==> config.mk <==
export PLATFORM = sky130hd
export DESIGN_NAME = pipe_stage_reg
export DESIGN_NICKNAME = d
export VERILOG_FILES = /design/src/rtl/pipe_stage_reg.sv
export SDC_FILE = /design/constraint.sdc
export NUM_CORES = 1
export LEC_CHECK = 0
export ABC_AREA = 1
export BUFFER_PORTS_ARGS = -buffer_cell sky130_fd_sc_hd__buf_2
export CAP_MARGIN = 5
export CORE_ASPECT_RATIO = 0.5
export CORE_MARGIN = 2
export CORE_UTILIZATION = 35
export DETAILED_ROUTE_END_ITERATION = 8
export PLACE_DENSITY = 0.53
export REMOVE_ABC_BUFFERS = 1
export SLEW_MARGIN = 30
export SYNTH_ARGS = -nofsm -noshare
export SYNTH_HDL_FRONTEND = slang
export SYNTH_SLANG_ARGS = --single-unit
==> constraint.sdc <==
create_clock -name clk -period 4.35 [get_ports clk]
set_input_delay 0.6525 -clock clk [delete_from_list [all_inputs] [get_ports clk]]
set_output_delay 0.6525 -clock clk [all_outputs]
set_load 0.01 [all_outputs]
==> src/rtl/pipe_stage_reg.sv <==
// Elastic pipeline stage: WIDTH-bit payload, valid/ready handshake, two-entry
// skid buffer (main M drives the output, skid S absorbs one beat of back-pressure).
module pipe_stage_reg #(
  parameter int unsigned      WIDTH  = 32,
  parameter logic [WIDTH-1:0] BUBBLE = '0
) (
  input  logic             clk,
  input  logic             reset_n,
  input  logic             flush,
  input  logic             in_valid,
  output logic             in_ready,
  input  logic [WIDTH-1:0] in_data,
  output logic             out_valid,
  input  logic             out_ready,
  output logic [WIDTH-1:0] out_data,
  output logic [1:0]       count
);

  logic             m_vld_q, m_vld_d;
  logic             s_vld_q, s_vld_d;
  logic [WIDTH-1:0] m_data_q, m_data_d;
  logic [WIDTH-1:0] s_data_q, s_data_d;
  logic             in_fire, out_fire;

  // in_ready depends on registered state and reset only, never on out_ready.
  assign in_ready  = ~s_vld_q & reset_n;
  assign out_valid = m_vld_q;
  assign out_data  = m_vld_q ? m_data_q : BUBBLE;
  assign count     = {m_vld_q & s_vld_q, m_vld_q ^ s_vld_q};

  assign in_fire  = in_valid & in_ready;
  assign out_fire = m_vld_q & out_ready;

  always_comb begin
    m_vld_d  = m_vld_q;
    s_vld_d  = s_vld_q;
    m_data_d = m_data_q;
    s_data_d = s_data_q;
    if (flush) begin
      m_vld_d = 1'b0;
      s_vld_d = 1'b0;
    end else if (!m_vld_q) begin
      if (in_fire) begin
        m_vld_d  = 1'b1;
        m_data_d = in_data;
      end
    end else if (out_fire) begin
      if (s_vld_q) begin
        m_data_d = s_data_q;
        s_vld_d  = 1'b0;
      end else if (in_fire) begin
        m_data_d = in_data;
      end else begin
        m_vld_d = 1'b0;
      end
    end else if (in_fire) begin
      s_vld_d  = 1'b1;
      s_data_d = in_data;
    end
  end

  always_ff @(posedge clk or negedge reset_n) begin
    if (!reset_n) begin
      m_vld_q <= 1'b0;
      s_vld_q <= 1'b0;
    end else begin
      m_vld_q <= m_vld_d;
      s_vld_q <= s_vld_d;
    end
  end

  // Payload registers carry no reset; out_data masks them with BUBBLE when empty.
  always_ff @(posedge clk) begin
    m_data_q <= m_data_d;
    s_data_q <= s_data_d;
  end

endmodule

==> flow_summary.yaml <==
routing:
  antenna_left: 0
  drt-total-wl_microns: 7866
  routed_via_density: 4.371
  vias: 2627
  drt-initial-drc-count: 168
  post-route-drc-count: 0
  wire_per_inst_microns: 13.09
  drt-pass1-iter-count: 4
power:
  power_frac_seq_pct: 48.9
  peakVddDrop_mv: 0.2123
  p_int_uw: 1169
  p_clk_share_pct: 41.3
  netSwitchingFraction_pct: 23.61
  p_leak_uw: 0.002240
  p_comb_share_pct: 9.8
  p_per_area_nw_per_um2: 368.7
  switchingPower_uw: 361.2
floorplanning:
  rows: 25
  io_pins: 73
  initial_core_util_pct: 35.91
  die_y_microns: 73.50
  core_sq_um: 9415
  die_x_microns: 143.0
  dieArea_sq_um: 10510
sta:
  finalCritPeriodShare_pct: 56.42
  hold_viol: 0
  slew-limit-headroom_pct: 51.05
  fin_skew_ns: 0.003847
  fin_crit_ns: 2.454
  setup_viol: 0
  worstMarginPinSlew_ns: 0.7342
  finalSetupTns_ns: 0
  rsz0062_at_grt: "false"
  timing.hold.ws_ns: 0.3428
  clock.fmax_mhz: 407.5
  finalMaxSlewViolations: 0
placed_design:
  dp_cells: 584
  numPortBuffers: 72
  gp_congestion: 0.7502
  place_hpwl_microns: 4720
outcome:
  status: "completed"
clock_tree:
  post_cts_buffers: 0
  numClockSinks: 66
  cts_tree: "yes"
  clock_path_buffers: 2
  clk_latency_ns: 0.33
  htree_levels: 3
  path_clk_slew_ns: 0.05
  cts_resized: 0
  hold_buffers: 0
  cts_root_buf: "clkbuf_16"
  numCtsBuffers: 9
setup_path:
  arrival_ns: 1.80
  cp_max_fo: 20
  crit_family: "flip-flops"
  max_stage_delay_ns: 0.81
  cp_slowest_cell: "dfrtp_1"
  crit_cells: 4
  crit_start: "out_valid"
  critPathCaptureType: "output pin"
  worstPathRequired_ns: 3.70
  startpoint_type: "register"
  path_class: "reg -> out"
  reg2regPathDepth: 4
  path_buf_inv: 3
  path_cells: "buf_4 -> nand2_1 -> inv_1 -> buf_2"
  r2r-start: "s_vld_q"
synth:
  netlist-cell-type-count: 16
  syn_avg_cell_area_sq_um: 8.559
  ys_ff_latch: 66
  synth-warning-count: 0
  synthCells: 395
  yosysSeqAreaShare_pct: 58.33
  synth_area_sq_um: 3381
finish:
  fill_cells: 961
  layout-drive-gt1-share_pct: 20.39
  antennaDiodeCount: 0
  nets: 499
  area_delta_synth_final_pct: 22.72
  post-route-util_pct: 44.07
  final_cells: 601
global_route:
  grt_max_degree: 37
  globalRouteTotalUtil_pct: 15.81
  grt_overflow_total: 0
  grt_pass1_vias: 2526
  grt_pass1_wl_microns: 12390
  antenna_found_initial: 0
hold_path:
  hold_class: "in -> async"
job:
  max-cap-violations: 0
[power groups by stage]
stage	clock network, uW	registers, uW	logic [uW]
final	632	747	150
after global routing	663	750	176
after CTS	638	748	153
after detailed placement	0	761	152
after global placement	0	760	146
after floorplan	0	759	80.1
[path summary, 6_finish.rpt]
kind                           endpoint  slack [ns]
setup / recovery           out_data[18]        1.90
hold / removal                  s_vld_q        0.34
setup reg to reg           s_data_q[13]        2.24
hold reg to reg             m_data_q[6]        0.52
max in group asynchronous     out_valid        3.72
min in group clk           s_data_q[15]        0.51
[per-stage QoR]
step,total power (uW),worst slack [ns],instance area [sq um]
2_1_floorplan,839.4,1.223,3259
3_3_place_gp,906.4,1.764,3837
3_5_place_dp,912.6,1.730,3867
4_1_cts,1539,1.852,4121
5_1_grt,1589,1.757,4149
6_report,1530,1.896,4149
[state kept, by name, summed over array words and instances, names as in the netlist]
| register | count |
|---|---|
| m_data_q | 32 |
| s_data_q | 32 |
| out_valid | 1 |
| s_vld_q | 1 |
[cell type report]
class	count	area (sq um)	area share, %
Tap cell	135	168.9	4.071
Clock inverter	5	21.27	0.5127
Sequential cell	66	1972	47.53
Clock buffer	11	232.7	5.609
Timing Repair Buffer	79	447.9	10.80
Multi-Input combinational cell	204	927.1	22.35
Inverter	101	379.1	9.138
[logic make-up after synthesis]
| kind of cell | share of synthesized area [%] |
|---|---|
| buffers and inverters | 14.80 |
| adder cells (fa/ha/maj) | 0.3700 |
| AO/OA/AOI/OAI | 0.5919 |
| AND/OR/NAND/NOR | 25.91 |
| flip-flops | 58.33 |
[routing by layer]
metal / vias to the layer above / track usage [%] / share of wire [%]
met3: 10 / 4.237 / 3.9
met1: 1194 / 20.32 / 47
met2: 49 / 26.16 / 47
met4: 0 / 5.611 / 1.3
li1: 1374 / - / -
met5: - / 0 / 0
[layout by cell type (no fill, tap or decap), drive strengths merged]
master	synthesis	final
nand2	130	130
inv	101	101
buf	15	79
edfxtp	64	64
nand3	35	35
nand4	32	32
clkbuf	9	11
clkinv	0	5
dfrtp	2	2
nor2	2	2
a21oi	2	2
o21ai	2	2
ha	1	1
[synthesized netlist by cell type]
| cell | number | share of area [%] |
|---|---|---|
| o21ai_1 | 1 | 0.15 |
| edfxtp_1 | 64 | 57 |
| nor2_1 | 2 | 0.22 |
| inv_2 | 1 | 0.11 |
| nand2_1 | 130 | 14 |
| ha_1 | 1 | 0.37 |
| o21ai_0 | 1 | 0.15 |
| dfrtp_1 | 2 | 1.5 |
| clkbuf_1 | 9 | 1.0 |
| buf_4 | 5 | 1.1 |
| nand4_1 | 32 | 5.9 |
| buf_2 | 10 | 1.5 |
| nand3_1 | 34 | 5.0 |
| nand3_2 | 1 | 0.30 |
| a21oi_1 | 2 | 0.30 |
| inv_1 | 100 | 11 |
(Power assumes the default switching activity.)
